<file path="config.mk">
export PLATFORM = sky130hd
export DESIGN_NAME = muldiv_iter_unit_flat
export DESIGN_NICKNAME = d
export VERILOG_FILES = /design/src/rtl/muldiv_iter_unit_if.sv /design/src/rtl/muldiv_iter_unit.sv /design/src/flat_wrapper.sv
export SDC_FILE = /design/constraint.sdc
export NUM_CORES = 1
export LEC_CHECK = 0
export ABC_AREA = 1
export ABC_CLOCK_PERIOD_IN_PS = 3300
export CAP_MARGIN = 10
export CORE_UTILIZATION = 25
export CTS_CLUSTER_DIAMETER = 100
export DETAILED_ROUTE_END_ITERATION = 8
export GPL_ROUTABILITY_DRIVEN = 1
export PLACE_DENSITY_LB_ADDON = 0.12
export SYNTH_ARGS = -nofsm -noshare
export SYNTH_HDL_FRONTEND = slang
export SYNTH_SLANG_ARGS = --single-unit
</file>
<file path="constraint.sdc">
create_clock -name clk -period 3.3 [get_ports clk]
set_input_delay 0.33 -clock clk [delete_from_list [all_inputs] [get_ports clk]]
set_output_delay 0.33 -clock clk [all_outputs]
set_load 0.03 [all_outputs]
</file>
<file path="src/rtl/muldiv_iter_unit_if.sv">
// Request/result bundle between the execute stage and the iterative HI/LO unit.
// The master drives the request side; the slave (the unit) drives HI/LO and status.
interface muldiv_iter_unit_if #(
    parameter int WIDTH = 32
);
    logic             start;
    logic [2:0]       ctrl;
    logic [WIDTH-1:0] src_a;
    logic [WIDTH-1:0] src_b;
    logic             cancel;
    logic [WIDTH-1:0] hi;
    logic [WIDTH-1:0] lo;
    logic             busy;
    logic             done;

    modport master (
        output start, ctrl, src_a, src_b, cancel,
        input  hi, lo, busy, done
    );

    modport slave (
        input  start, ctrl, src_a, src_b, cancel,
        output hi, lo, busy, done
    );
endinterface

</file>
<file path="src/rtl/muldiv_iter_unit.sv">
// Iterative HI/LO multiply/divide unit: shift-add multiply and restoring divide,
// one bit per cycle, with sign fix-up, multiply-accumulate and MTHI/MTLO.
module muldiv_iter_unit #(
    parameter int WIDTH   = 32,
    parameter bit MADD_EN = 1'b1
) (
    input  logic              clk,
    input  logic              reset,
    muldiv_iter_unit_if.slave bus
);
    localparam int CNT_W = (WIDTH > 1) ? $clog2(WIDTH) : 1;

    localparam logic [2:0] OP_MULT  = 3'd1;
    localparam logic [2:0] OP_MULTU = 3'd2;
    localparam logic [2:0] OP_DIV   = 3'd3;
    localparam logic [2:0] OP_DIVU  = 3'd4;
    localparam logic [2:0] OP_MTHI  = 3'd5;
    localparam logic [2:0] OP_MTLO  = 3'd6;
    localparam logic [2:0] OP_MADD  = 3'd7;

    typedef enum logic [1:0] {IDLE, CALC, FIX} state_t;

    state_t             state_reg, state_next;
    logic [WIDTH-1:0]   hi_reg, hi_next;
    logic [WIDTH-1:0]   lo_reg, lo_next;
    logic               busy_reg, busy_next;
    logic               done_reg, done_next;
    logic [2:0]         op_reg, op_next;
    logic [WIDTH-1:0]   opnd_reg, opnd_next;
    logic [WIDTH-1:0]   a_raw_reg, a_raw_next;
    logic [2*WIDTH-1:0] acc_reg, acc_next;
    logic [CNT_W-1:0]   cnt_reg, cnt_next;
    logic               neg_q_reg, neg_q_next;
    logic               neg_r_reg, neg_r_next;
    logic               b_zero_reg, b_zero_next;

    logic               op_valid, accept, is_signed, is_mul_req, is_div_op;
    logic               a_neg, b_neg;
    logic [WIDTH-1:0]   a_mag, b_mag;
    logic [WIDTH:0]     mul_sum;
    logic [2*WIDTH-1:0] mul_step;
    logic [WIDTH:0]     div_shift;
    logic [WIDTH+1:0]   div_diff;
    logic               div_ge;
    logic [WIDTH-1:0]   div_rem;
    logic [2*WIDTH-1:0] div_step;
    logic [2*WIDTH-1:0] prod_fix, madd_sum;
    logic [WIDTH-1:0]   quo_fix, rem_fix;
    logic               unused_div_bit;

    // Request decode and operand magnitudes
    assign op_valid   = (bus.ctrl inside {OP_MULT, OP_MULTU, OP_DIV, OP_DIVU}) ||
                        (MADD_EN && bus.ctrl == OP_MADD);
    assign accept     = (state_reg == IDLE) && bus.start && !bus.cancel && op_valid;
    assign is_signed  = (bus.ctrl == OP_MULT) || (bus.ctrl == OP_DIV) || (bus.ctrl == OP_MADD);
    assign is_mul_req = (bus.ctrl == OP_MULT) || (bus.ctrl == OP_MULTU) || (bus.ctrl == OP_MADD);
    assign a_neg      = is_signed && bus.src_a[WIDTH-1];
    assign b_neg      = is_signed && bus.src_b[WIDTH-1];
    assign a_mag      = a_neg ? (~bus.src_a + 1'b1) : bus.src_a;
    assign b_mag      = b_neg ? (~bus.src_b + 1'b1) : bus.src_b;
    assign is_div_op  = (op_reg == OP_DIV) || (op_reg == OP_DIVU);

    // Multiply: acc holds {partial product, remaining multiplier bits}
    assign mul_sum  = {1'b0, acc_reg[2*WIDTH-1:WIDTH]} + {1'b0, (acc_reg[0] ? opnd_reg : '0)};
    assign mul_step = {mul_sum, acc_reg[WIDTH-1:1]};

    // Divide: acc holds {partial remainder, dividend bits / quotient bits}
    assign div_shift      = {acc_reg[2*WIDTH-1:WIDTH], acc_reg[WIDTH-1]};
    assign div_diff       = {1'b0, div_shift} - {2'b00, opnd_reg};
    assign div_ge         = !div_diff[WIDTH+1];
    assign div_rem        = div_ge ? div_diff[WIDTH-1:0] : div_shift[WIDTH-1:0];
    assign div_step       = {div_rem, acc_reg[WIDTH-2:0], div_ge};
    assign unused_div_bit = div_diff[WIDTH];

    // Sign fix-up; the most-negative / -1 overflow wraps naturally to {0, most-negative}
    assign prod_fix = neg_q_reg ? (~acc_reg + 1'b1) : acc_reg;
    assign madd_sum = {hi_reg, lo_reg} + prod_fix;
    assign quo_fix  = neg_q_reg ? (~acc_reg[WIDTH-1:0] + 1'b1) : acc_reg[WIDTH-1:0];
    assign rem_fix  = neg_r_reg ? (~acc_reg[2*WIDTH-1:WIDTH] + 1'b1) : acc_reg[2*WIDTH-1:WIDTH];

    always_ff @(posedge clk or negedge reset) begin
        if (!reset) begin
            state_reg  <= IDLE;
            hi_reg     <= '0;
            lo_reg     <= '0;
            busy_reg   <= 1'b0;
            done_reg   <= 1'b0;
            op_reg     <= '0;
            opnd_reg   <= '0;
            a_raw_reg  <= '0;
            acc_reg    <= '0;
            cnt_reg    <= '0;
            neg_q_reg  <= 1'b0;
            neg_r_reg  <= 1'b0;
            b_zero_reg <= 1'b0;
        end else begin
            state_reg  <= state_next;
            hi_reg     <= hi_next;
            lo_reg     <= lo_next;
            busy_reg   <= busy_next;
            done_reg   <= done_next;
            op_reg     <= op_next;
            opnd_reg   <= opnd_next;
            a_raw_reg  <= a_raw_next;
            acc_reg    <= acc_next;
            cnt_reg    <= cnt_next;
            neg_q_reg  <= neg_q_next;
            neg_r_reg  <= neg_r_next;
            b_zero_reg <= b_zero_next;
        end
    end

    always_comb begin
        state_next = state_reg;
        unique case (state_reg)
            IDLE:    if (accept) state_next = CALC;
            CALC: begin
                if (bus.cancel)          state_next = IDLE;
                else if (cnt_reg == '0)  state_next = FIX;
            end
            FIX:     state_next = IDLE;
            default: state_next = IDLE;
        endcase
    end

    always_comb begin
        hi_next     = hi_reg;
        lo_next     = lo_reg;
        busy_next   = busy_reg;
        done_next   = 1'b0;
        op_next     = op_reg;
        opnd_next   = opnd_reg;
        a_raw_next  = a_raw_reg;
        acc_next    = acc_reg;
        cnt_next    = cnt_reg;
        neg_q_next  = neg_q_reg;
        neg_r_next  = neg_r_reg;
        b_zero_next = b_zero_reg;
        unique case (state_reg)
            IDLE: begin
                if (accept) begin
                    op_next     = bus.ctrl;
                    a_raw_next  = bus.src_a;
                    opnd_next   = is_mul_req ? a_mag : b_mag;
                    acc_next    = {{WIDTH{1'b0}}, (is_mul_req ? b_mag : a_mag)};
                    cnt_next    = CNT_W'(WIDTH - 1);
                    neg_q_next  = a_neg ^ b_neg;
                    neg_r_next  = a_neg;
                    b_zero_next = (bus.src_b == '0);
                    busy_next   = 1'b1;
                end else if (bus.start && !bus.cancel && bus.ctrl == OP_MTHI) begin
                    hi_next = bus.src_a;
                end else if (bus.start && !bus.cancel && bus.ctrl == OP_MTLO) begin
                    lo_next = bus.src_a;
                end
            end
            CALC: begin
                if (bus.cancel) begin
                    busy_next = 1'b0;
                end else begin
                    acc_next = is_div_op ? div_step : mul_step;
                    if (cnt_reg != '0) cnt_next = cnt_reg - 1'b1;
                end
            end
            FIX: begin
                busy_next = 1'b0;
                if (!bus.cancel) begin
                    done_next = 1'b1;
                    if (op_reg == OP_MADD) begin
                        {hi_next, lo_next} = madd_sum;
                    end else if (is_div_op) begin
                        if (b_zero_reg) begin
                            hi_next = a_raw_reg;
                            lo_next = '1;
                        end else begin
                            hi_next = rem_fix;
                            lo_next = quo_fix;
                        end
                    end else begin
                        {hi_next, lo_next} = prod_fix;
                    end
                end
            end
            default: busy_next = 1'b0;
        endcase
    end

    assign bus.hi   = hi_reg;
    assign bus.lo   = lo_reg;
    assign bus.busy = busy_reg;
    assign bus.done = done_reg;
endmodule

</file>
<file path="src/flat_wrapper.sv">
// flat-port wrapper written by rule: the top's interface ports become plain ports
module muldiv_iter_unit_flat 
#(
    parameter int WIDTH   = 32,
    parameter bit MADD_EN = 1'b1
)
  (clk, reset, bus_start, bus_ctrl, bus_src_a, bus_src_b, bus_cancel, bus_hi, bus_lo, bus_busy, bus_done);
  muldiv_iter_unit_if #(.WIDTH(WIDTH)) bus_i ();
  input  logic clk;
  input  logic reset;
  input wire logic [$bits(bus_i.start)-1:0] bus_start;
  input wire logic [$bits(bus_i.ctrl)-1:0] bus_ctrl;
  input wire logic [$bits(bus_i.src_a)-1:0] bus_src_a;
  input wire logic [$bits(bus_i.src_b)-1:0] bus_src_b;
  input wire logic [$bits(bus_i.cancel)-1:0] bus_cancel;
  output wire logic [$bits(bus_i.hi)-1:0] bus_hi;
  output wire logic [$bits(bus_i.lo)-1:0] bus_lo;
  output wire logic [$bits(bus_i.busy)-1:0] bus_busy;
  output wire logic [$bits(bus_i.done)-1:0] bus_done;
  assign bus_i.start = bus_start;
  assign bus_i.ctrl = bus_ctrl;
  assign bus_i.src_a = bus_src_a;
  assign bus_i.src_b = bus_src_b;
  assign bus_i.cancel = bus_cancel;
  assign bus_hi = bus_i.hi;
  assign bus_lo = bus_i.lo;
  assign bus_busy = bus_i.busy;
  assign bus_done = bus_i.done;
  muldiv_iter_unit #(.WIDTH(WIDTH), .MADD_EN(MADD_EN)) u_core (.clk(clk), .reset(reset), .bus(bus_i));
endmodule
</file>
==> metrics.txt <==
post-synth top area cell=dfrtp_1; Reg power frac=a little over a tenth; Final min period=3510 ps; Die W=roughly 320 um; Placement Rows=approximately 120; core area=a little under 100000 um^2; busiest grt layer=met2; Worst EP required=3840 ps; Syn Inst Count=around 4300; EDFF count, synth=0; cell area power density=about 1200 nW/um^2; Pint=a little under 20000 uW; reg2reg start=u_core.acc_reg[3]; design area=~36000 um^2; DRC viols=0; root buffer cell=clkbuf_16; Max Clock Skew=16.2 ps; Initial DRC Count=approximately 2400; gpl congestion=~0.94; M3 GR Usage=1.87%; final hold violation count=0; failing checks=negative setup slack; crit path from=u_core.acc_reg[3]; Final Non-Filler Cells=approximately 6200; PnR worst setup slack=-207 ps; RSZ-0062 raised after global routing=true; Largest register FFs=64; endpoints failing setup=38; drt pass-1 iters=6; GR Util met1=between 30% and 40%; chip height=between 300 and 400 um; post-synthesis average cell area=around 5.9 um^2; # port buffers=between 100 and 150; Yosys warnings=0; top_reg_cell synth=dfrtp_1; GRT met2 Usage=~41%; die area=101000 um^2; total number of vias=about 30000; syn nets=4475; vias in the first global route=roughly 30000; remaining antenna violation count=0; placed cell count=6080; startpoint type of the worst setup path=flip-flop; Yosys cell types=57; first-pass GRT wire length=about 190000 um; arrival time worst endpoint=4040 ps; cell area after synthesis=25000 um^2; Crit Path Class=reg -> reg; DRT Wirelength=roughly 130000 um; worst-path fanout max=5; Clock power frac=8.6%; IO Count=around 140; sw frac=~54%; Comb power frac=between 80% and 90%; #FFs+latches synth=a little over 200; nets@finish=5089; share of cells above drive strength 1=about a quarter; Max Cap Viol=0; P_sw=between 20000 and 25000 uW; FMAX=around 0.29 GHz; area delta synth->final=44.1%; Worst Hold Class=in -> async; R2R cell count=23; Peak VDD IR=just over 0.9 mV; clk_lat worst skew=around 600 ps; Remaining Overflow, GRT=0; clk buf depth=3; Tightest Pin Transition=between 700 and 800 ps; Via density=4.91; period utilization=106%; Routed wire per std cell=around 22 um; antenna violations before repair=0; critical path capture point type=flip-flop; depth of the CTS H-tree=1; Cell Area, Placed=31700 um^2; R2R setup slack=-210 ps; LEAKAGE=0.0167 uW; clk slew on worst S/H paths=60 ps; Slew Limit Fails=0; Yosys top cell area share=about 21%; DP HPWL=111000 um; worst relative slew slack=approximately half; total track usage=between 20 and 30%; Reg-to-Reg End=u_core.bus.hi[28]; CTS tree=done; Final Util=36.5%; Initial Util=25.3%; Post-synth ARST share=100%; Area contributors post-synth=dfrtp_1, nand2_1, nor2_1; run status=complete, but fails checks; CTS sink count=approximately 210; largest net degree at the start of global routing=between 70 and 80; share of the yosys chip area belonging to registers=between 20% and 30%; Num CTS Buffers=31
[logic make-up (layout without fill, tap and decap cells)]
group,Yosys count,after routing,synth area share (%)
compound gates,864,864,19.3
xor+xnor,155,155,5.52
fa+ha+maj,150,150,7.60
buf+inv,628,1266,9.74
flops,207,207,20.7
other cells,0,3,0
simple gates,2250,2250,37.1
[what timing repair did]
action | 4_1_cts | 5_1_grt
endpoints found under the hold margin | 38 | 0
buffers inserted | 21 | 22
resized for setup | 411 | 352
hold buffers | 1 | 0
pin swaps | 115 | 134
endpoints found under the setup margin | 48 | 64
[layout by cell type, fill, tap and decap left out, types with 26 or more instances in the layout]
cell type        Yosys  layout
a21oi_2              2      76
nand2_4              1      35
o211ai_1            59      59
xor2_1             131     118
clkbuf_16            0      31
clkdlybuf4s50_1      0     135
nor2_2              10      75
o21ai_0            346     300
nand4_1             26      26
a21oi_1            302     213
nor3_1              56      45
nand3_1            307     286
dfrtp_1            207     198
ha_4                 0      50
nand2_2              3     133
ha_1               147      96
inv_1              481     433
nor2_4               3      64
inv_2                2      50
nor2_1             556     430
nand2_1           1231    1065
buf_4                5     543
o21ai_1             17      46
a31oi_1             26      26
[synthesized netlist by cell type (all sizes together) (8+ instances only)]
master and count:
dfrtp 207, nor2 570, nand3b 23, a21oi 304, xor2 134, o21a 11
nand2 1235, o21bai 34, clkbuf 91, a31oi 26, buf 47, o21ai 367
o31ai 8, nand4 26, inv 483, ha 147, nor3 63, o22ai 15
nand3 312, xnor2 21, a21boi 10, o211ai 61, or2 11
[power groups by stage]
stage          combinational [uW]  clock [uW]  sequential [uW]
2_1_floorplan               14500           0             4620
3_3_place_gp                28100           0             4430
3_5_place_dp                28000           0             4440
4_1_cts                     31100        3670             4480
5_1_grt                     36800        3750             4640
6_report                    34000        3600             4540
[how the worst max path moves through the flow]
stage	endpoint	slack, ps
after floorplan	u_core.bus.hi[31]	30
final	u_core.bus.hi[28]	-210
after global routing	u_core.bus.hi[31]	-460
after CTS	u_core.bus.hi[23]	-210
after global placement	u_core.bus.hi[19]	-670
after detailed placement	u_core.bus.hi[19]	-760
[stage by stage]
stage | setup slack [ps] | TNS (ps) | total power [uW] | hold WS [ps]
floorplan | 34.5 | 0 | 19200 | 34.4
global placement | -671 | -16400 | 32600 | 249
detailed placement | -759 | -19120 | 32400 | 254
CTS | -209 | -5040 | 39200 | 211
global route | -457 | -14440 | 45200 | 226
finish | -207 | -4190 | 42100 | 193
[routing by layer]
layer	vias up	wire length, um	part of all wire (%)
li1	15100	-	-
met1	14300	63200	47
met2	815	59600	45
met3	166	5520	4.1
met4	0	5440	4.1
met5	-	0	0
[final cells by class]
| cell class | instances | area, um^2 |
|---|---|---|
| Sequential cell | 207 | 5190 |
| Fill cell | 11000 | 62700 |
| Multi-Input combinational cell | 3419 | 20200 |
| Inverter | 490 | 1850 |
| Clock inverter | 17 | 205 |
| Tap cell | 1287 | 1610 |
| Timing Repair Buffer | 719 | 6040 |
| Antenna cell | 3 | 7.51 |
| Clock buffer | 40 | 870 |
[critical path, stage by stage, from the launching register on]
cell and delay (ps):
dfrtp_1 400, nor2_2 160, nand2_2 110, nor2_8 120
buf_6 120, nand2_8 60, nor3_4 260, buf_6 140
nand3b_1 190, nand3_1 170, nand2_2 120, ha_4 260
inv_2 90, o21bai_1 110, a21oi_2 210, o21a_1 180
nand2_2 70, a21oi_4 160, nand2_1 90, nand2_2 70
nand3_2 60, nand2_1 70, nand2_1 60, a21oi_2 140
(Power assumes the default switching activity.)
